**src/rtl/mips_multicycle_ctrl.sv**
```systemverilog
// mips_multicycle_ctrl
// Multi-cycle Moore control FSM for the MIPS32 core. It sequences the shared datapath
// through fetch, decode, execute, memory and writeback, and stalls on mem_ready.
//
// Ports
//   clk, reset_pc           : rising-edge clock, asynchronous active-high reset
//   opcode, funct           : IR[31:26] / IR[5:0], latched in DECODE
//   zero                    : ALU zero flag (BRANCH)
//   mem_ready               : memory completes the current request this cycle
//   mem_req, mem_we, iord   : memory request, write enable, address select (0 PC, 1 ALUOut)
//   ir_write, pc_en, pc_src : IR load, PC load, PC source (00 ALU, 01 ALUOut, 10 jump)
//   reg_write, reg_dst      : register file write enable, dest select (0 rt, 1 rd)
//   mem_to_reg              : writeback select (0 ALUOut, 1 MDR)
//   alu_src_a, alu_src_b    : ALU operand selects
//   alu_ctrl                : ALU operation
//   instr_done              : pulse on the last cycle of each instruction
//   illegal_op              : sticky trap flag (only with CTRL_ILLEGAL_TRAP_EN)
//   state                   : current state, for debug
//
// Configuration macro: CTRL_ILLEGAL_TRAP_EN -- illegal instructions park the FSM in TRAP
// until reset. Without it they retire as a NOP from DECODE.

module mips_multicycle_ctrl #(
  parameter int unsigned STATE_W = 4
) (
  input  logic               clk,
  input  logic               reset_pc,
  input  logic [5:0]         opcode,
  input  logic [5:0]         funct,
  input  logic               zero,
  input  logic               mem_ready,
  output logic               mem_req,
  output logic               mem_we,
  output logic               iord,
  output logic               ir_write,
  output logic               pc_en,
  output logic [1:0]         pc_src,
  output logic               reg_write,
  output logic               reg_dst,
  output logic               mem_to_reg,
  output logic               alu_src_a,
  output logic [1:0]         alu_src_b,
  output logic [3:0]         alu_ctrl,
  output logic               instr_done,
`ifdef CTRL_ILLEGAL_TRAP_EN
  output logic               illegal_op,
`endif
  output logic [STATE_W-1:0] state
);

  typedef enum logic [3:0] {
    StFetch  = 4'd0,
    StDecode = 4'd1,
    StMemAdr = 4'd2,
    StMemRd  = 4'd3,
    StMemWb  = 4'd4,
    StMemWr  = 4'd5,
    StExecR  = 4'd6,
    StAluWb  = 4'd7,
    StBranch = 4'd8,
    StAddiEx = 4'd9,
    StJump   = 4'd10,
    StTrap   = 4'd11
  } state_e;

  localparam logic [5:0] OpRtype = 6'b000000;
  localparam logic [5:0] OpLw    = 6'b100011;
  localparam logic [5:0] OpSw    = 6'b101011;
  localparam logic [5:0] OpBeq   = 6'b000100;
  localparam logic [5:0] OpJ     = 6'b000010;
  localparam logic [5:0] OpAddi  = 6'b001000;

  localparam logic [5:0] FnAnd = 6'b100100;
  localparam logic [5:0] FnOr  = 6'b100101;
  localparam logic [5:0] FnAdd = 6'b100000;
  localparam logic [5:0] FnSub = 6'b100010;
  localparam logic [5:0] FnSlt = 6'b101010;

  localparam logic [3:0] AluAnd = 4'b0000;
  localparam logic [3:0] AluOr  = 4'b0001;
  localparam logic [3:0] AluAdd = 4'b0010;
  localparam logic [3:0] AluSub = 4'b0110;
  localparam logic [3:0] AluSlt = 4'b0111;

  state_e     r_state;
  logic [5:0] r_opcode;
  logic [5:0] r_funct;

  logic w_funct_ok;
  logic w_legal;

  // Legality is judged on the live IR fields in DECODE, funct only matters for R-type.
  assign w_funct_ok = funct inside {FnAnd, FnOr, FnAdd, FnSub, FnSlt};
  assign w_legal    = ((opcode == OpRtype) && w_funct_ok) ||
                      (opcode inside {OpLw, OpSw, OpBeq, OpJ, OpAddi});

  always_ff @(posedge clk or posedge reset_pc) begin
    if (reset_pc) begin
      r_state  <= StFetch;
      r_opcode <= 6'd0;
      r_funct  <= 6'd0;
    end else begin
      unique case (r_state)
        StFetch:  if (mem_ready) r_state <= StDecode;
        StDecode: begin
          r_opcode <= opcode;
          r_funct  <= funct;
          if (!w_legal) begin
`ifdef CTRL_ILLEGAL_TRAP_EN
            r_state <= StTrap;
`else
            r_state <= StFetch;
`endif
          end else begin
            unique case (opcode)
              OpRtype: r_state <= StExecR;
              OpLw,
              OpSw:    r_state <= StMemAdr;
              OpBeq:   r_state <= StBranch;
              OpJ:     r_state <= StJump;
              default: r_state <= StAddiEx;
            endcase
          end
        end
        StMemAdr: r_state <= (r_opcode == OpLw) ? StMemRd : StMemWr;
        StMemRd:  if (mem_ready) r_state <= StMemWb;
        StMemWr:  if (mem_ready) r_state <= StFetch;
        StExecR,
        StAddiEx: r_state <= StAluWb;
        StTrap:   r_state <= StTrap;
        default:  r_state <= StFetch;
      endcase
    end
  end

  always_comb begin
    mem_req    = 1'b0;
    mem_we     = 1'b0;
    iord       = 1'b0;
    ir_write   = 1'b0;
    pc_en      = 1'b0;
    pc_src     = 2'b00;
    reg_write  = 1'b0;
    reg_dst    = 1'b0;
    mem_to_reg = 1'b0;
    alu_src_a  = 1'b0;
    alu_src_b  = 2'b00;
    alu_ctrl   = AluAdd;
    instr_done = 1'b0;
    // Reset masks everything so no partial strobe leaks out while the state is forced.
    if (!reset_pc) begin
      unique case (r_state)
        StFetch: begin
          mem_req = 1'b1;
          if (mem_ready) begin
            ir_write  = 1'b1;
            pc_en     = 1'b1;
            alu_src_b = 2'b01;
          end
        end
        StDecode: begin
          alu_src_b = 2'b11;
`ifndef CTRL_ILLEGAL_TRAP_EN
          instr_done = !w_legal;
`endif
        end
        StMemAdr,
        StAddiEx: begin
          alu_src_a = 1'b1;
          alu_src_b = 2'b10;
        end
        StMemRd: begin
          mem_req = 1'b1;
          iord    = 1'b1;
        end
        StMemWb: begin
          reg_write  = 1'b1;
          mem_to_reg = 1'b1;
          instr_done = 1'b1;
        end
        StMemWr: begin
          mem_req    = 1'b1;
          mem_we     = 1'b1;
          iord       = 1'b1;
          instr_done = mem_ready;
        end
        StExecR: begin
          alu_src_a = 1'b1;
          unique case (r_funct)
            FnAnd:   alu_ctrl = AluAnd;
            FnOr:    alu_ctrl = AluOr;
            FnSub:   alu_ctrl = AluSub;
            FnSlt:   alu_ctrl = AluSlt;
            default: alu_ctrl = AluAdd;
          endcase
        end
        StAluWb: begin
          reg_write  = 1'b1;
          reg_dst    = (r_opcode != OpAddi);
          instr_done = 1'b1;
        end
        StBranch: begin
          alu_src_a  = 1'b1;
          alu_ctrl   = AluSub;
          pc_src     = 2'b01;
          pc_en      = zero;
          instr_done = 1'b1;
        end
        StJump: begin
          pc_en      = 1'b1;
          pc_src     = 2'b10;
          instr_done = 1'b1;
        end
        default: ;
      endcase
    end
  end

`ifdef CTRL_ILLEGAL_TRAP_EN
  // TRAP only exits through reset, so the state itself is the sticky flag.
  assign illegal_op = (r_state == StTrap);
`endif

  assign state = STATE_W'(r_state);

endmodule

```
**config.mk**
```make
export PLATFORM = sky130hd
export DESIGN_NAME = mips_multicycle_ctrl
export DESIGN_NICKNAME = d
export VERILOG_FILES = /design/src/rtl/mips_multicycle_ctrl.sv
export SDC_FILE = /design/constraint.sdc
export NUM_CORES = 1
export LEC_CHECK = 0
export CORE_UTILIZATION = 46
export CTS_CLUSTER_DIAMETER = 80
export DETAILED_ROUTE_END_ITERATION = 10
export PLACE_DENSITY = 0.8
export SYNTH_ARGS = -nofsm -noshare
export SYNTH_HDL_FRONTEND = slang
export SYNTH_SLANG_ARGS = --single-unit
```
**constraint.sdc**
```tcl
create_clock -name clk -period 1.88 [get_ports clk]
set_clock_uncertainty 0.2 [all_clocks]
set_input_delay 0.282 -clock clk [delete_from_list [all_inputs] [get_ports clk]]
set_output_delay 0.282 -clock clk [all_outputs]
set_load 0.01 [all_outputs]
```
---- After elaboration in Yosys (flattened, before gate mapping) ----
Index checks and enable logic that the tools add are counted.
word-level totals
  register bits ........................... 16
  bits of input ports ..................... 16
  latch bits .............................. 0
  memories kept ........................... 0
  logic and storage cells ................. 85
  ROM bits ................................ 0
  RAM bits ................................ 0
operators by class
  shift operators ......................... 0
  div/mod/pow operators ................... 0
  bitwise logic cells ..................... 0
  $mul .................................... 0
  muxes and demuxes ....................... 36
  magnitude comparators ................... 0
  add/sub/neg operators ................... 0
  reduce and logical (&&, ||, !) cells .... 16
  equality and inequality tests ........... 30
operators by type and width
  kind                  number
  $eq A6 B6 Y1 const B  12
  $pmux W4 S7           1
  $mux W1               20
  $eq A4 B3 Y1 const B  4
  $eq A4 B4 Y1 const B  4
  $mux W4               4
  $pmux W4 S4           1
  $pmux W3 S4           1
  $reduce_bool A5 Y1    2
  $reduce_or A2 Y1      5
  $eq A4 B2 Y1 const B  2
  $reduce_or A4 Y1      2
  $eq A6 B2 Y1 const B  1
  $eq A6 B3 Y1 const B  1
  $eq A6 B4 Y1 const B  1
  $logic_not A6 Y1      1
  $mux W3               2
  $ne A2 B2 Y1 const B  3
  $ne A6 B4 Y1 const B  1
  $pmux W1 S3           2
  $pmux W2 S3           1
  $pmux W3 S2           1
  $eq A4 B1 Y1 const B  1
  $logic_not A4 Y1      1
  other kinds (7)       8

---- Longest topological paths before layout ----
Gate-level depths: netlist of the first run.
  word-level depth ........................ 7
  depth in mapped cells ................... 6
  depth with buffers taken out ............ 4

---- Least setup slack after synthesis of the first run ----
Ideal clock, no wire load.
  path type ............................... register to output
  start point ............................. reg r_state[0], in the netlist state[0]
  end point ............................... out alu_ctrl[2]
  data arrival time ....................... 1.416 ns
  cell stages (with the launch flop) ...... 5
  path slack .............................. -0.018 ns
  cell sequence ........................... dfrtp_1 > or2_2 > nor3_1 > a21oi_1 > nor2_1
on the way
  cells in the longest elaborated chain, start to end .. 3
  elaborated cells on any way between the ends .. 4
  those cells by class .................... 2 x eq/ne; 2 x mux
RTL lines
  what                                                 line  source
  start, declared                                      85    state_e r_state;
  start signal, assigned                               99    r_state <= StFetch;
  start signal, assigned                               104   StFetch: if (mem_ready) r_state <= StDecode;
  start signal, assigned                               112   r_state <= StFetch;
  $eq A4 B4 Y1 / $eq A4 B3 Y1 (equally long branches)  152   unique case (r_state)
  $pmux W3 S2 *                                        152
  $mux W3 *                                            151   if (!reset_pc) begin
  end, declared                                        43    output logic [3:0] alu_ctrl,
Every way passes the cells marked *; elsewhere a longest branch is shown, timed or not.

---- Worst setup path in the final report of the first run ----
  start point ............................. in opcode[0]
  end point ............................... out instr_done
on the way
  cells in the longest elaborated chain, start to end .. 6
  elaborated cells on any way between the ends .. 12
  those cells by class .................... 5 x eq/ne; 2 x mux; 5 x reduce/logical
RTL lines
  what                                                              line    source
  start, declared                                                   28      input logic [5:0] opcode,
  $eq A6 B6 Y1, or another cell as far along                        95      (opcode inside {OpLw, OpSw, OpBeq, OpJ, OpAddi});
  $reduce_bool A5 Y1 / $logic_and A1 B1 Y1 (equally long branches)  95, 94
  $logic_or A1 B1 Y1 *                                              94      assign w_legal = ((opcode == OpRtype) && w_funct_ok) ||
  $logic_not A1 Y1 *                                                164     instr_done = !w_legal;
  $pmux W1 S3 *                                                     152
  $mux W1 *                                                         151
  end, declared                                                     44      output logic instr_done,
Marks and branches as above.

==> reports/metrics.cfg, run 1 <==
[outcome]
status=finished, violations left
violations=negative setup slack

[cts]
numCtsBuffers=3
clockBufferDepth=2
cts.sinks=16
clock_latency_ns=0.30
postCtsHoldBufs=0
htreeDepth=1
cts_tree=done
cts-root-buf=clkbuf_4
path_clk_slew_ns=0.10

[power]
p_total_mw=1.48
cellPowerDensity_nw_per_um2=666
peakVddDrop_mv=0.861
power_leakage_nw=1.12

[grt]
track_usage=0.368
grt_pass1_wl_mm=7.34
antenna_found_initial=0
grt_pass1_vias=1666
grt-ovfl-total=0
grt_max_degree=17

[final_layout]
final_cell_mix=buf_4 (47), nand2_1 (38), buf_6 (18)
area_growth_syn_to_layout_pct=88.2
fin_util=0.907
drive_gt1_frac=0.504
nets=268
antenna_cells=0
layout_commonest_cell=buf_4

[critical_path]
timing.rr.start=state[1]
cp_top_family=compound AO/OA/AOI/OAI gates
crit_required_ns=1.40
cp-start-kind=primary input
end_kind=primary output
reg2reg_to=state[3]
critical_path_class=in -> out
worst-path-buf-inv=2
slowest_delay_ns=0.48
ff2ff_setup_slack_ns=0.02
worstRegToRegCells=5
path_cells=clkdlybuf4s50_1 -> and3_1 -> a22oi_2 -> o311ai_2 -> a21oi_1 -> buf_2
arrival_ns=1.78
crit_slowest_cell=clkdlybuf4s50_1
path_max_fanout=4

[detailed_routing]
drc=0
drtIter0Drc=114
wire_per_inst_um=21.0
drt-total-wl_mm=5.89
ant_nets=0
first_pass_iters=6
vias_per_cell=6.29
num_vias=1760

[hold_path]
hold_end=r_funct[1]
holdCritPathClass=in -> reg
whs_path_depth=3
hp-start=funct[1]

[sta]
fin_crit_sh=1.20
slew_viol_final=0
fmax_mhz=443
setup_viol=19
tns_ns=-3.29
layout_setup_ws_ns=-0.379
rsz0062_at_grt=yes
period_needed_ns=2.26
hold_viol_final=0

[placement]
port_buffers=36
dp_hpwl_mm=2.95
place.gp.congestion=0.836

[synthesis]
syn_nets=175
syn_area_per_cell_um2=7.44
synthFlopType=dfrtp_1
syn_area_um2=1180
yosys_warnings=0
syn_inst=159
ys_seq_area_frac=0.338
synthArstFlopShare=1.00
synth_edf_count=0
synth.distinct_cells=44
ys_seq_elements=16

[floorplanning]
core.rowCount=18
die_height_um=52.7
die_area_um2=2780
io_pins=38
die_width_um=52.7
coreArea_um2=2450
start_util=0.482

[job]
maxCapViolCount=0

-- sequential cells by signal, indices dropped and copies added (netlist names) --
| signal | flops |
|---|---|
| r_funct | 6 |
| r_opcode | 6 |
| state | 4 |
-- cells in the mapped netlist, types with 2 or more instances --
cell      instances  area, um^2
or2_2             2        12.5
nand2b_1          7        43.8
nor3b_1           3        22.5
clkbuf_1          3        11.3
and3_1            2        12.5
buf_2             6        30.0
xor2_1            2        17.5
o21ai_0           8        40.0
a41o_1            2        20.0
nor3_2            2        20.0
nand3_1           2        10.0
nor2_1           12        45.0
dfrtp_1          16         400
inv_1             6        22.5
a21oi_1           7        35.0
o211ai_1          2        15.0
a31oi_1           2        12.5
nand2_1          41         154
nor2b_1           2        12.5
nor3_1            8        40.0
-- per-stage QoR --
step	setup slack, ns	std cells	cell area (um^2)	hold WS [ns]
finish	-0.379	280	2230	0.167
global route	-0.428	280	2230	0.191
CTS	-0.241	277	2080	0.115
detailed placement	-0.855	264	1910	0.274
global placement	-0.852	264	1910	0.251
floorplan	0.00414	159	1190	0.187
-- power by group --
part | total, mW | switching [mW] | internal (mW)
Combinational | 0.754 | 0.399 | 0.356
Sequential | 0.536 | 0.0977 | 0.438
Clock | 0.193 | 0.118 | 0.0748
Total | 1.48 | 0.615 | 0.869
-- final cells by class --
cell class	instances	area, um^2
clock buffers	3	22.5
fillers	100	228
well taps	30	37.5
inverters	6	22.5
multi-input cells	127	932
flip-flops and latches	16	403
repair buffers	98	810
-- kinds of logic (layout without fill, tap and decap cells) --
logic type | count (synthesis) | after routing | share of synthesized area
xor+xnor | 2 | 2 | 0.0148
other cells | 1 | 1 | 0.00317
mux | 1 | 1 | 0.00846
simple gates | 90 | 90 | 0.383
compound gates | 33 | 33 | 0.192
flops | 16 | 16 | 0.338
buf+inv | 16 | 107 | 0.0603
-- metal layers --
layer  wire (um)  global-route usage  part of all wire  vias up
met2        2840               0.646              0.48      173
met4         369               0.228             0.063        0
met5           0                   0                 0        -
met1        2030               0.404              0.35      811
met3         643              0.0667              0.11       42
li1            -                   -                 -      734
-- worst reg2reg max path: cells and delay by family (launching register included) --
family / cells / cell delay (ns)
AOI/OAI and AO/OA: 1 / 0.27
buffers and inverters: 2 / 0.34
DFF: 1 / 0.45
and+or+nand+nor: 2 / 0.51
-- repair_timing --
| item | in CTS | in global routing |
|---|---|---|
| pin swaps | 16 | 20 |
| gates resized for setup | 113 | 39 |
| gates cloned | 0 | 0 |
| setup endpoints to repair | 19 | 21 |
| setup buffers | 10 | 5 |
-- worst max path at each step --
| stage | startpoint | endpoint | slack, ns | depth (start not counted) |
|---|---|---|---|---|
| 6_report | opcode[0] | instr_done | -0.38 | 6 |
| 5_1_grt | opcode[0] | instr_done | -0.43 | 6 |
| 3_3_place_gp | funct[2] | instr_done | -0.85 | 6 |
| 4_1_cts | state[1] | instr_done | -0.24 | 6 |
| 3_5_place_dp | funct[2] | instr_done | -0.86 | 6 |
| 2_1_floorplan | state[0] | alu_ctrl[1] | 0.004 | 4 |
(Power assumes the default switching activity.)
==> run 2: changes to the inputs <==
CORE_MARGIN = 8   (was default)
CTS_CLUSTER_SIZE = 8   (was default)
HOLD_SLACK_MARGIN = 0.12   (was default)
==> reports/metrics.cfg, run 2 (synthesis results as in run 1) <==
[grt]
antenna_found_initial=0  ; unchanged
grt_max_degree=17  ; unchanged
grt_pass1_vias=1732  ; +4.0%
grt-ovfl-total=0  ; unchanged
grt_pass1_wl_mm=8.19  ; +12%
track_usage=0.235  ; -0.134

[sta]
setup_viol=19  ; unchanged
rsz0062_at_grt=yes
hold_viol_final=0  ; unchanged
slew_headroom=0.621
fmax_mhz=448  ; +1.2%
slew_viol_final=0  ; unchanged
fin_crit_sh=1.19  ; -0.0147
layout_setup_ws_ns=-0.352  ; +0.0277 ns
worstMarginPinSlew_ns=0.569
period_needed_ns=2.23  ; -0.0277 ns

[placement]
dp_hpwl_mm=3.17  ; +7.5%
place.gp.congestion=0.878  ; +5.0%
port_buffers=36  ; unchanged
dp_slack_ns=-0.895  ; -0.0392 ns

[job]
maxCapViolCount=0  ; unchanged

[critical_path]
ff2ff_setup_slack_ns=-0.03  ; -0.05 ns
critical_path_class=reg -> out
arrival_ns=1.75  ; -0.03 ns
reg2reg_to=state[0]
crit_required_ns=1.40  ; about the same
path_max_fanout=4  ; unchanged
cp-endpoint=alu_ctrl[2]
timing.rr.start=state[2]
crit_start=state[0]
end_kind=primary output
cp-start-kind=flop
worstRegToRegCells=8  ; +3

[final_layout]
drive_gt1_frac=0.524  ; +0.0202
antenna_cells=0  ; unchanged
layout_commonest_cell=buf_4
fillers=94  ; -6.0%
fin_util=0.925  ; +0.0173
final_cell_mix=buf_4 (46), nand2_1 (38), buf_6 (17)
area_growth_syn_to_layout_pct=91.8
nets=265  ; -1.1%

[power]
cellPowerDensity_nw_per_um2=675  ; +1.4%
peakVddDrop_mv=0.907  ; +5.4%
p_total_mw=1.53  ; +3.3%
power_leakage_nw=1.13  ; +0.88%

[floorplanning]
die_height_um=66.7  ; +27%
start_util=0.482  ; unchanged
coreArea_um2=2450  ; unchanged
io_pins=38  ; unchanged
die_width_um=66.7  ; +27%
core.rowCount=18  ; unchanged
die_area_um2=4450  ; +60%

[cts]
cts.sinks=16  ; unchanged
path_clk_slew_ns=0.10  ; about the same
cts_tree=done
clockBufferDepth=2  ; unchanged
htreeDepth=1  ; unchanged
postCtsHoldBufs=0  ; unchanged
clock_latency_ns=0.31  ; about the same
cts-root-buf=clkbuf_4
numCtsBuffers=3  ; unchanged

[detailed_routing]
highest_layer=met4
drc=0  ; unchanged
wire_per_inst_um=23.7  ; +13%
met2_length_mm=3.13  ; +10%
vias_per_cell=6.51  ; +3.6%
drt-total-wl_mm=6.58  ; +12%
drtIter0Drc=241  ; +110%
ant_nets=0  ; unchanged
met3_length_um=750  ; +17%
first_pass_iters=5  ; -1
wirelength_met1_mm=2.26  ; +11%
num_vias=1810  ; +2.8%

[hold_path]
holdCritPathClass=in -> reg
hp-start=funct[0]

[outcome]
status=finished, violations left
violations=negative setup slack

## run 2: changes by cell type in the layout (fill, tap and decap cells not counted), moves of 2 or more
cell / before / now
clkdlybuf4s50_1: 8 / 6
nor3_2: 3 / 1
nand2b_4: 4 / 6
dlygate4sd2_1: 9 / 12
nor2_4: 6 / 4
## run 2: worst min-delay path by stage
stage / end / slack (ns) / depth (start not counted)
floorplan: r_funct[0] / 0.19 / 2
global placement: r_funct[5] / 0.25 / 2
detailed placement: r_funct[5] / 0.25 / 2
CTS: r_funct[2] / 0.17 / 3
global route: r_funct[0] / 0.09 / 3
finish: r_funct[0] / 0.11 / 3
## run 2: layer usage
metal / global-route usage / vias up
li1: - / 730
met1: 0.257 / 838
met5: 0 / -
met3: 0.0554 / 61
met4: 0.112 / 0
met2: 0.412 / 181
## run 2: cell type report
class	instances	area [um^2]	area share
timing repair buffer	95	779	0.343
tap	30	37.5	0.0165
sequential	16	403	0.178
inverter	6	25.0	0.0110
clock buffer	4	36.3	0.0160
multi-input combinational	127	988	0.436
## run 2: repair_timing
item | in CTS | in global routing
buffers inserted | 11 | 3
setup endpoints to repair | 21 | 19
pin swaps | 16 | 12
gates resized for setup | 134 | 26
## run 2: through the flow
step                cells  TNS [ns]  hold slack (ns)  cell area [um^2]
floorplan             159         0            0.187              1190
global placement      261     -7.45            0.252              1880
detailed placement    261     -8.15            0.255              1880
CTS                   275     -1.75            0.174              2130
global route          278     -4.02           0.0934              2270
finish                278     -3.24            0.108              2270
## run 2: critical path: stages, from the launching register on
cell,delay (ns)
dfrtp_1,0.44
buf_6,0.14
or2_4,0.27
nor3_4,0.14
buf_4,0.14
a21oi_2,0.03
nor2_1,0.12
buf_2,0.16
## run 2: power by group
group          internal, mW  total [mW]  leakage, nW  switching [mW]
Combinational         0.354       0.764        0.909           0.411
Clock                 0.119       0.238       0.0210           0.120
Sequential            0.438       0.530        0.198          0.0914
Total                 0.911        1.53         1.13           0.622
==> run 3: changes to the inputs <==
ABC_CLOCK_PERIOD_IN_PS = 1880   (was default)
CORE_ASPECT_RATIO = 1.25   (was default)
==> reports/metrics.cfg, run 3 (synthesis results as in run 1) <==
[critical_path]
arrival_ns=1.65  ; -0.10 ns
critical_path_class=reg -> out
cp-start-kind=flop
path_max_fanout=6  ; +2
end_kind=primary output
crit_required_ns=1.40  ; about the same
worstRegToRegCells=6  ; -2

[final_layout]
fin_util=0.861  ; -0.0633
area_growth_syn_to_layout_pct=78.4
antenna_cells=0  ; unchanged
final_cell_mix=buf_4 (48), nand2_1 (39), dfrtp_1 (14)
drive_gt1_frac=0.467  ; -0.0573
layout_commonest_cell=buf_4
nets=259  ; -2.3%
fillers=136  ; +45%

[grt]
grt-ovfl-total=0  ; unchanged
grt.busiest_layer=met2
antenna_found_initial=0  ; unchanged
grt_pass1_vias=1619  ; -6.5%
grt_max_degree=17  ; unchanged
track_usage=0.207  ; -0.0281
use_met2=0.379  ; -0.0334
use_met3=0.0317  ; -0.0236
met1_usage=0.210  ; -0.0472
grt_pass1_wl_mm=7.20  ; -12%

[detailed_routing]
vias_per_cell=5.61  ; -14%
first_pass_iters=4  ; -1
drt-total-wl_mm=4.50  ; -32%
drc=0  ; unchanged
ant_nets=0  ; unchanged
num_vias=1543  ; -15%
drtIter0Drc=87  ; -64%
wire_per_inst_um=16.4  ; -31%

[floorplanning]
die_area_um2=4460  ; +0.23%
die_width_um=61.4  ; -8.0%
die_height_um=72.7  ; +9.0%
start_util=0.483  ; +0.000492
coreArea_um2=2450  ; -0.10%
core.rowCount=20  ; +2
io_pins=38  ; unchanged

[power]
p_switching_mw=0.530  ; -15%
switching_share=0.372  ; -0.0335
cellPowerDensity_nw_per_um2=674  ; -0.16%
pwr-share-clk=0.162  ; +0.006
power_leakage_nw=1.03  ; -8.3%
pwr-share-seq=0.369  ; +0.023
peakVddDrop_mv=0.583  ; -36%
combPwrFrac=0.469  ; -0.030
internal_power_mw=0.894  ; -1.9%

[sta]
slew_viol_final=0  ; unchanged
fmax_mhz=469  ; +4.6%
holdWs_ns=0.184  ; +0.0763 ns
layout_setup_ws_ns=-0.254  ; +0.0973 ns
hold_viol_final=0  ; unchanged
rsz0062_at_grt=yes
tns_ns=-2.17  ; +1.07 ns
fin_crit_sh=1.14  ; -0.0517
period_needed_ns=2.13  ; -0.0973 ns
setup_viol=16  ; -3

[hold_path]
whs_path_depth=3  ; unchanged
holdCritPathClass=in -> reg

[cts]
cts.sinks=16  ; unchanged
numCtsBuffers=3  ; unchanged
htreeDepth=1  ; unchanged
cts_tree=done
clockBufferDepth=2  ; unchanged
clock_latency_ns=0.29  ; -0.02 ns
path_clk_slew_ns=0.09  ; about the same
cts-root-buf=clkbuf_4

[placement]
port_buffers=36  ; unchanged
place.gp.congestion=0.897  ; +2.2%
dp_hpwl_mm=3.18  ; +0.24%

[outcome]
status=finished, violations left
violations=negative setup slack

[job]
maxCapViolCount=0  ; unchanged

## run 3: critical path, stage by stage, from the launching register on
cell,delay (ns)
dfrtp_2,0.48
buf_6,0.14
nand2b_4,0.15
or3_4,0.33
o21ai_1,0.11
buf_2,0.14
## run 3: repair_timing
action                     CTS  global route
setup buffers               10             3
resized for setup          109            22
pin swaps                    9             7
hold buffers                 0             0
setup endpoints to repair   21            21
## run 3: area by class of cell
cell class / count / area (um^2) / share of cell area
multi-input combinational: 127 / 903 / 0.428
clock buffer: 4 / 36.3 / 0.0172
sequential: 16 / 403 / 0.191
timing repair buffer: 89 / 706 / 0.334
inverter: 6 / 22.5 / 0.0107
tap: 33 / 41.3 / 0.0195
## run 3: final timing paths
| check | startpoint | endpoint | slack (ns) |
|---|---|---|---|
| worst max-delay path | state[1] | alu_src_b[0] | -0.25 |
| worst min-delay path | funct[2] | r_funct[2] | 0.18 |
| worst max register to register | state[1] | state[2] | -0.01 |
| worst min register to register | r_funct[5] | r_funct[5] | 0.30 |
| max in group asynchronous | reset_pc | state[1] | 1.07 |
| min in group asynchronous | reset_pc | r_opcode[2] | 0.22 |
## run 3: power by group through the flow
stage	Combinational, mW	Clock [mW]	Sequential, mW
2_1_floorplan	0.270	0	0.504
3_5_place_dp	0.567	0	0.513
4_1_cts	0.622	0.233	0.511
3_3_place_gp	0.548	0	0.502
6_report	0.668	0.231	0.525
5_1_grt	0.726	0.244	0.531
## run 3: stage by stage
step	std cells	worst slack, ns	area, um^2	power, mW
floorplan	159	0.00414	1190	0.773
global placement	259	-0.832	1850	1.05
detailed placement	259	-0.877	1850	1.08
CTS	273	-0.247	2030	1.37
global route	275	-0.319	2110	1.50
finish	275	-0.254	2110	1.42
## run 3: routing by layer
layer	part of all wire	routed length, um	up-vias
li1	-	-	719
met1	0.38	1700	731
met2	0.54	2430	79
met3	0.060	269	14
met4	0.024	108	0
met5	0	0	-
